$ cat src/rtl/mem_access_unit_pkg.sv
// Shared types for the memory-stage access unit: access size, data-bus request/response, FSM states.
package mem_access_unit_pkg;

  typedef enum logic [1:0] {
    MSIZE1 = 2'd0,
    MSIZE2 = 2'd1,
    MSIZE4 = 2'd2
  } msize_t;

  typedef struct packed {
    logic        valid;
    logic [31:0] addr;
    msize_t      size;
    logic [3:0]  strobe;
    logic [31:0] data;
  } dbus_req_t;

  typedef struct packed {
    logic        addr_ok;
    logic        data_ok;
    logic [31:0] data;
  } dbus_resp_t;

  typedef enum logic [1:0] {
    S_IDLE = 2'd0,
    S_REQ  = 2'd1,
    S_WAIT = 2'd2,
    S_HOLD = 2'd3
  } mau_state_t;

  function automatic logic is_misaligned(input msize_t size, input logic [1:0] off);
    return ((size == MSIZE2) && off[0]) || ((size == MSIZE4) && (off != 2'b00));
  endfunction

endpackage

$ cat src/rtl/mem_access_unit_if.sv
// Data-bus port bundle: the unit drives dreq as master, the memory side answers on dresp.
interface mem_access_unit_if;
  import mem_access_unit_pkg::*;

  dbus_req_t  dreq;
  dbus_resp_t dresp;

  modport master (output dreq, input dresp);
  modport slave  (input dreq, output dresp);
endinterface

$ cat src/rtl/mem_lane_align.sv
// Combinational byte-lane steering: store strobe/data shift and load extract with sign/zero extend.
module mem_lane_align
  import mem_access_unit_pkg::*;
(
  input  msize_t      i_st_size,
  input  logic [1:0]  i_st_off,
  input  logic        i_st_write,
  input  logic [31:0] i_st_wdata,
  output logic [3:0]  o_st_strobe,
  output logic [31:0] o_st_data,
  input  msize_t      i_ld_size,
  input  logic [1:0]  i_ld_off,
  input  logic        i_ld_signed,
  input  logic [31:0] i_ld_raw,
  output logic [31:0] o_ld_data
);

  logic [31:0] w_ld_sh;

  always_comb begin
    o_st_data   = i_st_wdata << {i_st_off, 3'b000};
    o_st_strobe = 4'b0000;
    if (i_st_write) begin
      case (i_st_size)
        MSIZE1:  o_st_strobe = 4'b0001 << i_st_off;
        MSIZE2:  o_st_strobe = 4'b0011 << i_st_off;
        default: o_st_strobe = 4'b1111;
      endcase
    end
  end

  assign w_ld_sh = i_ld_raw >> {i_ld_off, 3'b000};

  always_comb begin
    case (i_ld_size)
      MSIZE1:  o_ld_data = {{24{i_ld_signed & w_ld_sh[7]}}, w_ld_sh[7:0]};
      MSIZE2:  o_ld_data = {{16{i_ld_signed & w_ld_sh[15]}}, w_ld_sh[15:0]};
      default: o_ld_data = w_ld_sh;
    endcase
  end

endmodule

$ cat src/rtl/mem_access_unit.sv
// Memory-stage load/store unit: accept -> REQ -> (WAIT) -> HOLD; 2 cycles to out_valid on a same-cycle bus reply, 1 for non-memory/misaligned ops.
// Stalls the execute stage (in_ready=0) while a bus access is outstanding or the result is not yet consumed.
module mem_access_unit
  import mem_access_unit_pkg::*;
#(
  parameter bit BACK_TO_BACK = 1'b1
) (
  input  logic        clk,
  input  logic        resetn,
  input  logic        in_valid,
  output logic        in_ready,
  input  logic        in_read,
  input  logic        in_write,
  input  msize_t      in_size,
  input  logic        in_signed,
  input  logic [31:0] in_addr,
  input  logic [31:0] in_wdata,
  output logic        out_valid,
  input  logic        out_ready,
  output logic [31:0] out_rdata,
  output logic        out_exc,
  mem_access_unit_if.master dbus
);

  mau_state_t  r_state;
  logic [31:0] r_addr;
  msize_t      r_size;
  logic        r_signed;
  logic        r_read;
  logic [3:0]  r_strobe;
  logic [31:0] r_wdata;
  logic [31:0] r_rdata;
  logic        r_exc;

  mau_state_t  w_next_state;
  mau_state_t  w_acc_state;
  logic        w_accept;
  logic        w_mem_op;
  logic        w_misal;
  logic        w_done;
  logic [3:0]  w_st_strobe;
  logic [31:0] w_st_data;
  logic [31:0] w_ld_data;

  mem_lane_align u_align (
    .i_st_size   (in_size),
    .i_st_off    (in_addr[1:0]),
    .i_st_write  (in_write),
    .i_st_wdata  (in_wdata),
    .o_st_strobe (w_st_strobe),
    .o_st_data   (w_st_data),
    .i_ld_size   (r_size),
    .i_ld_off    (r_addr[1:0]),
    .i_ld_signed (r_signed),
    .i_ld_raw    (dbus.dresp.data),
    .o_ld_data   (w_ld_data)
  );

  assign in_ready = (r_state == S_IDLE) ||
                    (BACK_TO_BACK && (r_state == S_HOLD) && out_ready);
  assign w_accept = in_valid && in_ready;
  assign w_mem_op = in_read || in_write;
  assign w_misal  = is_misaligned(in_size, in_addr[1:0]);
  // Misaligned and non-memory ops never touch the bus; they go straight to HOLD.
  assign w_acc_state = (w_mem_op && !w_misal) ? S_REQ : S_HOLD;

  always_comb begin
    w_next_state = r_state;
    w_done       = 1'b0;
    case (r_state)
      S_IDLE: if (w_accept) w_next_state = w_acc_state;
      S_REQ: begin
        if (dbus.dresp.addr_ok) begin
          w_next_state = dbus.dresp.data_ok ? S_HOLD : S_WAIT;
          w_done       = dbus.dresp.data_ok;
        end
      end
      S_WAIT: begin
        if (dbus.dresp.data_ok) begin
          w_next_state = S_HOLD;
          w_done       = 1'b1;
        end
      end
      S_HOLD: if (out_ready) w_next_state = w_accept ? w_acc_state : S_IDLE;
      default: w_next_state = S_IDLE;
    endcase
  end

  always_ff @(posedge clk or negedge resetn) begin
    if (!resetn) begin
      r_state  <= S_IDLE;
      r_addr   <= '0;
      r_size   <= MSIZE1;
      r_signed <= 1'b0;
      r_read   <= 1'b0;
      r_strobe <= '0;
      r_wdata  <= '0;
      r_rdata  <= '0;
      r_exc    <= 1'b0;
    end else begin
      r_state <= w_next_state;
      if (w_accept) begin
        r_addr   <= in_addr;
        r_size   <= in_size;
        r_signed <= in_signed;
        r_read   <= in_read;
        r_strobe <= w_st_strobe;
        r_wdata  <= w_st_data;
        r_rdata  <= '0;
        r_exc    <= w_mem_op && w_misal;
      end else if (w_done) begin
        r_rdata <= r_read ? w_ld_data : 32'd0;
      end
    end
  end

  // Request fields come straight from the accept-time latches, so they hold until addr_ok.
  assign dbus.dreq = '{valid:  (r_state == S_REQ),
                       addr:   r_addr,
                       size:   r_size,
                       strobe: r_strobe,
                       data:   r_wdata};

  assign out_valid = (r_state == S_HOLD);
  assign out_rdata = r_rdata;
  assign out_exc   = r_exc;

endmodule

$ cat src/flat_wrapper.sv
// flat-port wrapper written by rule: the top's interface ports become plain ports
module mem_access_unit_flat import mem_access_unit_pkg::*;
#(
  parameter bit BACK_TO_BACK = 1'b1
)
  (clk, resetn, in_valid, in_ready, in_read, in_write, in_size, in_signed, in_addr, in_wdata, out_valid, out_ready, out_rdata, out_exc, dbus_dreq, dbus_dresp);
  mem_access_unit_if dbus_i ();
  input  logic clk;
  input  logic resetn;
  input  logic in_valid;
  output logic in_ready;
  input  logic in_read;
  input  logic in_write;
  input  msize_t in_size;
  input  logic in_signed;
  input  logic [31:0] in_addr;
  input  logic [31:0] in_wdata;
  output logic out_valid;
  input  logic out_ready;
  output logic [31:0] out_rdata;
  output logic out_exc;
  output wire logic [$bits(dbus_i.dreq)-1:0] dbus_dreq;
  input wire logic [$bits(dbus_i.dresp)-1:0] dbus_dresp;
  assign dbus_dreq = dbus_i.dreq;
  assign dbus_i.dresp = dbus_dresp;
  mem_access_unit #(.BACK_TO_BACK(BACK_TO_BACK)) u_core (.clk(clk), .resetn(resetn), .in_valid(in_valid), .in_ready(in_ready), .in_read(in_read), .in_write(in_write), .in_size(in_size), .in_signed(in_signed), .in_addr(in_addr), .in_wdata(in_wdata), .out_valid(out_valid), .out_ready(out_ready), .out_rdata(out_rdata), .out_exc(out_exc), .dbus(dbus_i));
endmodule
$ cat config.mk
export PLATFORM = sky130hd
export DESIGN_NAME = mem_access_unit_flat
export DESIGN_NICKNAME = d
export VERILOG_FILES = /design/src/rtl/mem_access_unit_pkg.sv /design/src/rtl/mem_access_unit_if.sv /design/src/rtl/mem_lane_align.sv /design/src/rtl/mem_access_unit.sv /design/src/flat_wrapper.sv
export SDC_FILE = /design/constraint.sdc
export NUM_CORES = 1
export LEC_CHECK = 0
export BUFFER_PORTS_ARGS = -buffer_cell sky130_fd_sc_hd__buf_2
export CORE_MARGIN = 2
export CORE_UTILIZATION = 54
export DETAILED_ROUTE_END_ITERATION = 6
export PLACE_DENSITY = 0.86
export SYNTH_ARGS = -nofsm -noshare
export SYNTH_HDL_FRONTEND = slang
export SYNTH_HIERARCHICAL = 1
export SYNTH_SLANG_ARGS = --single-unit
export TNS_END_PERCENT = 1
$ cat constraint.sdc
create_clock -name clk -period 4.2 [get_ports clk]
set_input_delay 0.84 -clock clk [delete_from_list [all_inputs] [get_ports clk]]
set_output_delay 0.84 -clock clk [all_outputs]
set_load 0.02 [all_outputs]
==> results of run 1 <==
[flip-flops by register name, indices dropped and copies added, names as in the netlist]
signal and count:
u_core/out_exc 1, u_core/out_rdata 32, u_core/r_addr 32, u_core/r_read 1, u_core/r_signed 1, u_core/r_size 2, u_core/r_state 2, u_core/r_strobe 4
u_core/r_wdata 32
[per-stage QoR]
stage | instances | area (sq um)
floorplan | 679 | 5750
global placement | 987 | 6760
detailed placement | 987 | 6760
CTS | 1003 | 6950
global route | 1003 | 6950
finish | 1004 | 6950
[kinds of logic (layout without fill, tap and decap cells)]
kind of cell    count (synthesis)  count (layout)  share of synthesized area [%]
other cells                     0               1                              0
simple gates                  373             373                           27.1
mux                            34              34                           6.07
xor+xnor                        1               1                          0.152
compound gates                106             106                           13.7
flops                         107             107                           46.5
buf+inv                        53             241                           5.39
fa+ha+maj                       5               5                           1.09
[synth_stat cells, types with 9 or more instances]
cell	n	area, sq um
nor2b_1	16	100
nor2_1	24	90.1
buf_2	20	100
nand2_1	277	1040
o21ai_0	15	75.1
buf_6	9	101
nand3_1	33	165
mux2i_1	27	270
and2_1	10	62.6
a211oi_1	15	113
clkbuf_1	12	45.0
a21oi_1	20	100
a21oi_2	32	280
dfrtp_1	107	2680
[path summary, 6_finish.rpt]
kind | endpoint | slack, ns | depth (start not counted)
min reg2reg | u_core/r_addr[16]$_DFFE_PN0N_ | 0.48 | 2
max in group asynchronous | u_core/r_wdata[12]$_DFFE_PN0N_ | 2.76 | 2
min in group asynchronous | u_core/out_rdata[4]$_DFFE_PN0P_ | 0.59 | 1
min | u_core/r_addr[16]$_DFFE_PN0N_ | 0.48 | 2
max | u_core/out_rdata[13]$_DFFE_PN0P_ | 1.62 | 6
max reg2reg | u_core/out_rdata[13]$_DFFE_PN0P_ | 1.62 | 6
[worst min-delay path, cell delays in order, from the launching register on]
cell     delay (ns)
dfrtp_1        0.35
nand2_1        0.05
nand2_1        0.05
[final cells by class]
cell class | count | area (sq um) | area share (%)
sequential | 107 | 2680 | 38.5
clock buffer | 10 | 138 | 1.98
antenna | 1 | 2.50 | 0.0360
clock inverter | 6 | 56.3 | 0.810
tap | 136 | 170 | 2.45
inverter | 6 | 22.5 | 0.324
timing repair buffer | 219 | 1120 | 16.0
multi-input combinational | 519 | 2770 | 39.9
[power groups by stage]
| stage | sequential, W | clock [W] | combinational (W) |
|---|---|---|---|
| floorplan | 0.00224 | 0 | 0.00138 |
| global placement | 0.00182 | 0 | 0.00250 |
| detailed placement | 0.00183 | 0 | 0.00256 |
| CTS | 0.00182 | 0.000631 | 0.00256 |
| global route | 0.00187 | 0.000674 | 0.00280 |
| finish | 0.00182 | 0.000618 | 0.00256 |
[metal layers]
metal | track usage [%] | part of all wire, % | vias to the layer above
met5 | 0 | 0 | -
met4 | 10.9 | 3.0 | 0
met3 | 4.07 | 7.8 | 36
met2 | 42.3 | 47 | 266
met1 | 35.9 | 42 | 2567
li1 | - | - | 2590
==> metrics, run 1 <==
I/O pins=213; Vias/cell=~5.4; Clk pwr share=12.4%; peak supply drop=between 0.4 and 0.5 mV; Fin. Hold Viols=0; Starting Density=a little under three fifths; Max Cap Violations=0; Port Buffers=212; Routed Antenna Nets=0; Crit path required time=4.48 ns; crit share post-route=61.4%; Pint=roughly 0.0026 W; Die Wd=107 um; power per standard cell area=719 nW/um^2; DR DRC count=0; Final WS setup=between 1.5 and 2 ns; crit path from=u_core/r_addr[1]$_DFFE_PN0N_; share of layout cells above drive strength 1=roughly 33%; Post-CTS Setup Bufs=0; worst-case clock buffer depth=2; routability cong.=approximately 0.9; setup_tns=0 ns; worst slew pin tran=1.14 ns; Pleak=between 3 and 4 nW; CTS tree=done; number of global-route vias before repair=4,991; CTS HTree Levels=3; Detailed Place HPWL=around 11,000 um; Site Rows=37; Worst Skew=approximately 0.014 ns; CP max stage delay=approximately 0.9 ns; final hold slack=0.476 ns; top_reg_cell synth=dfrtp_1; Final Power=0.00500 W; combinational power share=51.3%; CP top delay family=flip-flops; post-synthesis async set-or-reset flop share=100%; final WL=roughly 15,000 um; CP Max Fanout=23; synthesized area=5750 sq um; Core ar.=10,300 sq um; Iter 0 DRT Violations=around 420; crit path cell chain=clkinv_1, nor2_1, a221oi_1, nor2_1, nand3_1, a21oi_2; Die Span Y=107 um; Seq pwr share=36.3%; cts repair resizes=0; pre-CTS WS=around 1.7 ns; Post-Syn Nets=791; TritonCTS Buffers=9; Critical Path AT=around 2.9 ns; EDFF count, synth=0; relative slew slack=24.1%; Hold Crit Start=u_core/r_addr[16]$_DFFE_PN0N_; CP max stage cell=dfrtp_1; synthesized flop and latch total=107; area delta synth->final=20.9%; Worst setup EP type=flip-flop; cells after synthesis=679; full die area=11,500 sq um; Switch Pwr=roughly 0.0024 W; kind of critical path=flip-flop to flip-flop; Reg-to-Reg Start=u_core/r_addr[1]$_DFFE_PN0N_; Tmin final=2.58 ns; Global Route Usage Sum=a little over a quarter; WP buf/inv=1; most used cell, CP=nor2_1; final setup fails=0; largest net degree at the start of global routing=92; clock sink total=107; first-pass GRT wire length=24,200 um; FILL cells=a little under 900; antenna violations before repair=1; first drt pass iteration count=5; crit path launch type=flip-flop; Clk Latency, worst-skew pair=0.36 ns; most common cell after layout, fill and taps aside=nand2_1; GR Overflow Total=0; root buf cell=clkbuf_8; post-synthesis cell type count=40; CTS clk-pin slew, worst paths=0.10 ns; f_max=slightly below 0.4 GHz; Syn. warnings=6; DR vias=around 5,500; commonest cells after routing, fill and taps aside=nand2_1, buf_2, dfrtp_1; Layout Utilization=67.4%; Final nets=974; RSZ-0062 raised after global routing=no; status=complete, no violations; hold crit path type=flip-flop to flip-flop; sequential area share after synthesis=a little under half; wire per inst=15.4 um; Final Max Slew Viols=0; Post-Syn Area per Cell=8.47 sq um; Switching Share=48.4%; hold buffers post-CTS=0
Note: power is estimated with default switching activity, not from simulation.
==> run 2, diff against run 1 <==
Settings changed: CORE_UTILIZATION 54 to 45, PLACE_DENSITY 0.86 to 0.77.
Clock period 4.2 ns to 2.1 ns, I/O delays scaled along.
==> metrics, run 2 (synthesis results as in run 1) <==
crit path launch type=flip-flop; Worst Skew=0.00670 ns (-0.00759 ns); WP buf/inv=0 (-1); number of global-route vias before repair=4,957 (-0.68%); Final Max Slew Viols=0 (unchanged); Final nets=985 (+1.1%); CP Max Fanout=16 (-30%); most used cell, CP=mux2i_1; CP max stage delay=0.52 ns (-0.36 ns); Pleak=3.92 nW (+3.8%); commonest cells after routing, fill and taps aside=nand2_1, buf_2, dfrtp_1; Site Rows=41 (+11%); Vias/cell=5.14 (-5.5%); relative slew slack=48.7% (+25 points); Tmin final=1.98 ns (-0.598 ns); Clk Latency, worst-skew pair=0.35 ns (about the same); ant diodes=0 (-1); f_max=0.505 GHz (+30%); Starting Density=45.8% (-10 points); antenna violations before repair=1 (unchanged); final WL=16,000 um (+3.8%); Register-to-Register Path Depth=6 (unchanged); worst-case clock buffer depth=2 (unchanged); I/O pins=213 (unchanged); status=complete, no violations; Crit. path cell count=6 (unchanged); Final WS setup=0.119 ns (-1.50 ns); RR Endpoint=u_core/out_rdata[20]$_DFFE_PN0P_; kind of critical path=flip-flop to flip-flop; crit share post-route=94.3% (+33 points); final setup fails=0 (unchanged); clock sink total=107 (unchanged); Port Buffers=212 (unchanged); R2R setup slack=0.12 ns (-1.50 ns); CP top delay family=compound AO/OA/AOI/OAI gates; setup_tns=0 ns (unchanged); peak supply drop=0.767 mV (+86%); first drt pass iteration count=5 (unchanged); routability cong.=0.915 (+1.7%); Die Span Y=117 um (+9.2%); Crit path required time=2.34 ns (-2.14 ns); CTS tree=done; hold crit path type=input pin to flip-flop; CTS HTree Levels=3 (unchanged); DR DRC count=0 (unchanged); full die area=13,700 sq um (+19%); pre-CTS WS=0.0330 ns (-1.62 ns); Core ar.=12,600 sq um (+22%); crit path to=u_core/out_rdata[20]$_DFFE_PN0P_; Storage cell area=2680 sq um (unchanged); root buf cell=clkbuf_16; wire per inst=15.3 um (-0.78%); DR vias=5,394 (-1.2%); Fin. Hold Viols=0 (unchanged); Global Route Usage Sum=23.0% (-3.5 points); crit path from=u_core/r_addr[0]$_DFFE_PN0N_; FILL cells=1,187 (+33%); most common cell after layout, fill and taps aside=nand2_1; Reg-to-Reg Start=u_core/r_addr[0]$_DFFE_PN0N_; worst slew pin tran=0.768 ns (-0.370 ns); largest net degree at the start of global routing=63 (-32%); Post-CTS Setup Bufs=0 (unchanged); crit path cell chain=mux2i_1, mux2i_1, o211ai_4, o21ai_0, nand3_1, a21oi_2; power per standard cell area=1470 nW/um^2 (+100%); Max Cap Violations=0 (unchanged); CP max stage cell=dfrtp_1; RSZ-0062 raised after global routing=no; Iter 0 DRT Violations=414 (-1.7%); GR Overflow Total=0 (unchanged); CTS clk-pin slew, worst paths=0.07 ns (-0.03 ns); Die Wd=117 um (+9.2%); Critical Path AT=2.22 ns (-0.64 ns); share of layout cells above drive strength 1=34.1% (+0.84 points); Multi-input gate area=2780 sq um (+0.41%); first-pass GRT wire length=24,600 um (+1.6%); Worst setup EP type=flip-flop; Routed Antenna Nets=0 (unchanged); area delta synth->final=26.9%; TritonCTS Buffers=9 (unchanged); Detailed Place HPWL=11,700 um (+6.7%)
## run 2: cell types whose count changed in the layout (fill, tap and decap cells not counted), moves of 2 or more
| cell | change |
|---|---|
| clkbuf_8 | -9 |
| buf_12 | +8 |
| inv_8 | -2 |
| clkinv_2 | +2 |
| clkbuf_16 | +9 |
| buf_4 | +2 |
## run 2: what timing repair did
| action | CTS | global route |
|---|---|---|
| endpoints found under the hold margin | 13 | 0 |
| hold buffers | 1 | 0 |
| endpoints found under the setup margin | 0 | 9 |
| gates resized for setup | 0 | 2 |
## run 2: worst reg2reg max path, cell delays in order, from the launching register on
cell,delay [ns]
dfrtp_1,0.52
mux2i_1,0.33
mux2i_1,0.17
o211ai_4,0.44
o21ai_0,0.22
nand3_1,0.15
a21oi_2,0.06
## run 2: final cells by class
class / instances / share of cell area [%]
Timing Repair Buffer: 230 / 17.8
Clock buffer: 10 / 3.27
Multi-Input combinational cell: 519 / 38.1
Tap cell: 172 / 2.95
Inverter: 6 / 0.308
Sequential cell: 107 / 36.7
Clock inverter: 6 / 0.891
## run 2: worst min-delay path by stage
| stage | from | end | slack (ns) | depth (start not counted) |
|---|---|---|---|---|
| after global routing | in_addr[26] | u_core/r_addr[26]$_DFFE_PN0N_ | 0.26 | 3 |
| after floorplan | resetn | u_core/out_exc$_DFFE_PN0N_ | 0.12 | 0 |
| final | in_addr[30] | u_core/r_addr[30]$_DFFE_PN0N_ | 0.26 | 3 |
| after CTS | in_addr[30] | u_core/r_addr[30]$_DFFE_PN0N_ | 0.25 | 3 |
| after detailed placement | resetn | u_core/out_rdata[20]$_DFFE_PN0P_ | 0.29 | 1 |
| after global placement | resetn | u_core/out_rdata[17]$_DFFE_PN0P_ | 0.29 | 1 |
## run 2: where the power goes
group | total, W | switching (W) | internal (W)
registers | 0.00350 | 0.000563 | 0.00294
clock network | 0.00174 | 0.000785 | 0.000958
logic | 0.00550 | 0.00358 | 0.00192
## run 2: through the flow
step | instance area (sq um) | power [W] | cells | hold WS (ns) | util (%)
CTS | 7290 | 0.0108 | 1050 | 0.247 | 58.0
floorplan | 5750 | 0.00724 | 679 | 0.124 | -
detailed placement | 6980 | 0.00900 | 1033 | 0.292 | 55.5
global route | 7300 | 0.0115 | 1050 | 0.264 | 58.1
global placement | 6980 | 0.00891 | 1033 | 0.290 | 55.5
finish | 7300 | 0.0107 | 1050 | 0.257 | 58.1
## run 2: layer usage
layer  vias up  track usage (%)  routed length, um
li1       2614                -                  -
met1      2518             29.5               6810
met2       223             37.0               7540
met3        37             5.10               1120
met4         2             10.8                541
met5         -                0                 13
